$ cat config.mk
export PLATFORM = sky130hd
export DESIGN_NAME = regfile_mp
export DESIGN_NICKNAME = d
export VERILOG_FILES = /design/src/rtl/regfile_mp.sv
export SDC_FILE = /design/constraint.sdc
export NUM_CORES = 2
export LEC_CHECK = 0
export CAP_MARGIN = 20
export CELL_PAD_IN_SITES_DETAIL_PLACEMENT = 1
export CELL_PAD_IN_SITES_GLOBAL_PLACEMENT = 1
export CORE_ASPECT_RATIO = 0.5
export CORE_MARGIN = 8
export CORE_UTILIZATION = 45
export DETAILED_ROUTE_END_ITERATION = 12
export PLACE_DENSITY_LB_ADDON = 0.08
export SYNTH_ARGS = -nofsm -noshare
export SYNTH_HDL_FRONTEND = slang
export SYNTH_SLANG_ARGS = --single-unit
$ cat constraint.sdc
create_clock -name clk_i -period 5.6 [get_ports clk_i]
set_input_delay 1.12 -clock clk_i [delete_from_list [all_inputs] [get_ports clk_i]]
set_output_delay 1.12 -clock clk_i [all_outputs]
set_load 0.01 [all_outputs]
$ cat src/rtl/regfile_mp.sv
// Parametrised multi-port register file: registered reads with valid flags,
// optional zero register, optional write-through bypass and write-collision flag.
module regfile_mp #(
  parameter int DataWidth     = 32,
  parameter int AddrWidth     = 5,
  parameter int NumReadPorts  = 2,
  parameter int NumWritePorts = 1,
  parameter int ZeroReg       = 1,
  parameter int WriteThrough  = 1
) (
  input  logic                              clk_i,
  input  logic                              rst_i,
  input  logic [NumReadPorts-1:0]           rd_req_i,
  input  logic [NumReadPorts*AddrWidth-1:0] rd_addr_i,
  output logic [NumReadPorts*DataWidth-1:0] rd_data_o,
  output logic [NumReadPorts-1:0]           rd_valid_o,
  input  logic [NumWritePorts-1:0]          we_i,
  input  logic [NumWritePorts*AddrWidth-1:0] waddr_i,
  input  logic [NumWritePorts*DataWidth-1:0] wdata_i,
  output logic                              wcollide_o
);

  localparam int NumWords = 2 ** AddrWidth;

  logic [DataWidth-1:0] mem_reg [NumWords];
  logic                 collide_reg;
  logic                 collide_next;

  // Ascending port order makes the highest-index write win on a shared address.
  always_ff @(posedge clk_i) begin
    if (rst_i) begin
      for (int i = 0; i < NumWords; i++) begin
        mem_reg[i] <= '0;
      end
    end else begin
      for (int w = 0; w < NumWritePorts; w++) begin
        if (we_i[w] && !(ZeroReg != 0 && waddr_i[w*AddrWidth +: AddrWidth] == '0)) begin
          mem_reg[waddr_i[w*AddrWidth +: AddrWidth]] <= wdata_i[w*DataWidth +: DataWidth];
        end
      end
    end
  end

  // Collisions count even on address 0, where the write itself is dropped.
  always_comb begin
    collide_next = 1'b0;
    for (int i = 0; i < NumWritePorts; i++) begin
      for (int j = i + 1; j < NumWritePorts; j++) begin
        if (we_i[i] && we_i[j] &&
            waddr_i[i*AddrWidth +: AddrWidth] == waddr_i[j*AddrWidth +: AddrWidth]) begin
          collide_next = 1'b1;
        end
      end
    end
  end

  always_ff @(posedge clk_i) begin
    if (rst_i) begin
      collide_reg <= 1'b0;
    end else begin
      collide_reg <= collide_next;
    end
  end

  assign wcollide_o = collide_reg;

  for (genvar gi = 0; gi < NumReadPorts; gi++) begin : g_rd
    logic [AddrWidth-1:0] addr;
    logic [DataWidth-1:0] val_next;
    logic [DataWidth-1:0] data_reg;
    logic                 valid_reg;

    assign addr = rd_addr_i[gi*AddrWidth +: AddrWidth];

    always_comb begin
      val_next = mem_reg[addr];
      if (WriteThrough != 0) begin
        for (int w = 0; w < NumWritePorts; w++) begin
          if (we_i[w] && waddr_i[w*AddrWidth +: AddrWidth] == addr) begin
            val_next = wdata_i[w*DataWidth +: DataWidth];
          end
        end
      end
      if (ZeroReg != 0 && addr == '0) begin
        val_next = '0;
      end
    end

    always_ff @(posedge clk_i) begin
      if (rst_i) begin
        data_reg  <= '0;
        valid_reg <= 1'b0;
      end else begin
        valid_reg <= rd_req_i[gi];
        if (rd_req_i[gi]) begin
          data_reg <= val_next;
        end
      end
    end

    assign rd_data_o[gi*DataWidth +: DataWidth] = data_reg;
    assign rd_valid_o[gi]                       = valid_reg;
  end

endmodule
==> results.ini <==
[routing]
vias=38030
viasPerCell=6.724
drt_iter0_markers=5316
totalWireLength_mm=223.5
dr.pass1.iters=5
ant_nets=0
wl_per_cell_um=39.52
drc_errors=0

[finish]
num-nets-final=3929
areaGrowthSynthToFinish_pct=12.48
largest_reg_flops=1024
drive_gt1_frac=0.2188
final_cell_area_sq_um=63850
final_util=0.5084

[clocking]
clockBufferDepth=3
post_cts_buffers=0
h-tree-depth=3
numClockSinks=1090
hold_buffers=0
cts_tree=done
clkTransAtPathRegs_ns=0.07
cts_resized=0
numCtsBuffers=104
clock-root-buffer=clkbuf_16
clock_latency_ns=0.73

[synthesis]
yosysTopAreaCell=edfxtp_1
ys_seq_elements=1090
synth_edf_count=1024
synth_ff_type=edfxtp_1
synth.yosys.seq_area_share=0.5650
netlist_area_sq_um=56770
yosys.area.top_type_share=0.5417
synthCells=3875
ys_top_cells_by_area=edfxtp_1 (54%), mux4_2 (18%), and2_1 (11%), dfxtp_1 (2.3%), mux2i_1 (2.3%)
ys_types=47
async_flop_share=0
syn_avg_cell_area_sq_um=14.65
synth_warnings=0

[run]
drv_cap=0

[sta]
max_freq_mhz=271.6
hold_ws_ns=0.5270
period_needed_ns=3.682
timing_hold_violations_final=0
tightest_slew_ns=1.205
rsz0062_at_grt=no
setup_viol=0
fin_skew_ns=0.01672
tns_ns=0
timing.final.crit_share=0.6576
slew_viol_final=0
timing.final.ws_setup_ns=1.918
slew-limit-headroom=0.1951

[grt]
grt-ovfl-total=0
grt_max_degree=107
antenna_found_initial=16
grt_usage=0.3161
grt_pass1_wl_mm=310.2
grt_pass1_vias=38400

[setup_path]
worstPathRequired_ns=5.98
cp-end-kind=flop
cp_max_fo=19
startpoint=waddr_i[3]
cp.arrival_ns=4.06
regToRegSetupSlack_ns=3.32
rr_worst_depth=4
rr_startpoint=mem_reg[31][10]
startpoint_type=input pin
critPathKind=in2reg

[placement]
io_buffer_count=117
placed_area_sq_um=60400
pre_cts_ws_ns=1.227
hpwl_mm=142.5
gp_congestion=0.8652

[floorplan]
die_x_um=518.3
die_h_um=267.1
core_area_sq_um=125600
initial_core_util=0.4520
io_pins=119
row_count=92
dieArea_sq_um=138500

[pwr]
p_leak_uw=0.02189
p_per_area_nw_per_um2=306.1
peakVddDrop_uv=206.2

[outcome]
outcome=completed

[worst_hold_path]
hold_path_class=reg2reg
holdPathStages=2
hold_start=g_rd[0].data_reg[22]

[synth_stat cells (31+ instances only)]
cell,instances
buf_2,67
dfxtp_1,66
a21oi_1,65
a22oi_1,128
nand2_1,93
nor2_1,35
edfxtp_1,1024
a221oi_1,77
a22o_1,45
and2_1,995
clkbuf_1,313
o211ai_1,45
o21ai_0,94
a2111o_1,32
mux4_2,448
or2_2,31
mux2i_1,128
[critical path, cell delays in order]
cell and delay (ns):
clkdlybuf4s50_1 0.71, or3_1 0.37, nand4bb_1 0.16, buf_4 0.23
nor2_4 0.10, or2_2 0.85, buf_4 0.48
[cell type report]
type	count	area (sq um)
diodes	6	15.01
well taps	1692	2117
clock inverters	44	455.4
multi-input cells	2388	23300
clock buffers	143	2954
fillers	11870	61740
repair buffers	290	2920
flip-flops and latches	1090	32070
inverters	3	15.01
[logic make-up (layout without fill, tap and decap cells)]
logic type	count (synthesis)	in the layout	synth area share
mux	576	576	0.2003
buf+inv	429	480	0.03236
other cells	1	39	0.00006606
flops	1090	1090	0.5650
compound gates	552	552	0.07177
xor+xnor	10	10	0.001543
simple gates	1217	1217	0.1290
[layer usage]
layer  global-route usage  routed length (um)  vias up
met5                    0                  38        -
met4              0.09464                7306        6
met3              0.08298               24110      391
met2               0.4780               98380     2244
met1               0.4512               93690    20410
li1                     -                   -    14980
[cells in the final DEF, fill, tap and decap left out, types with 5 or more instances in the layout]
cell,count
edfxtp_1,1024
and2_1,993
mux4_2,448
buf_4,139
a22oi_1,128
mux2i_1,128
clkbuf_16,109
clkdlybuf4s50_1,107
o21ai_0,94
nand2_1,93
a221oi_1,77
dfxtp_1,66
a21oi_1,64
a22o_1,45
o211ai_1,45
buf_12,35
nor2_4,34
conb_1,33
a2111o_1,32
or2_2,31
clkbuf_1,23
nor2b_1,22
a2111oi_0,19
o221ai_1,19
and3_1,19
o31ai_1,19
clkinv_2,18
clkinv_1,13
clkbuf_8,12
bufinv_16,9
diode_2,6
xnor2_1,6
nand3b_1,5
[power by group]
group	internal [uW]	total (uW)	switching [uW]
Sequential	9370	9700	321
Combinational	980	2450	1470
Clock	4090	7400	3310
Total	14400	19500	5100
[metrics by stage]
step / cells / total power (uW)
5_1_grt: 5651 / 20010
2_1_floorplan: 3907 / 11070
6_report: 5656 / 19540
3_3_place_gp: 5462 / 12200
3_5_place_dp: 5462 / 12260
4_1_cts: 5649 / 19560
[worst paths after layout]
| path | endpoint |
|---|---|
| worst max-delay path | mem_reg[16][15] |
| worst min-delay path | g_rd[0].data_reg[22] |
| worst max register to register | g_rd[1].data_reg[10] |
| worst min register to register | g_rd[0].data_reg[22] |
(Power assumes the default switching activity.)
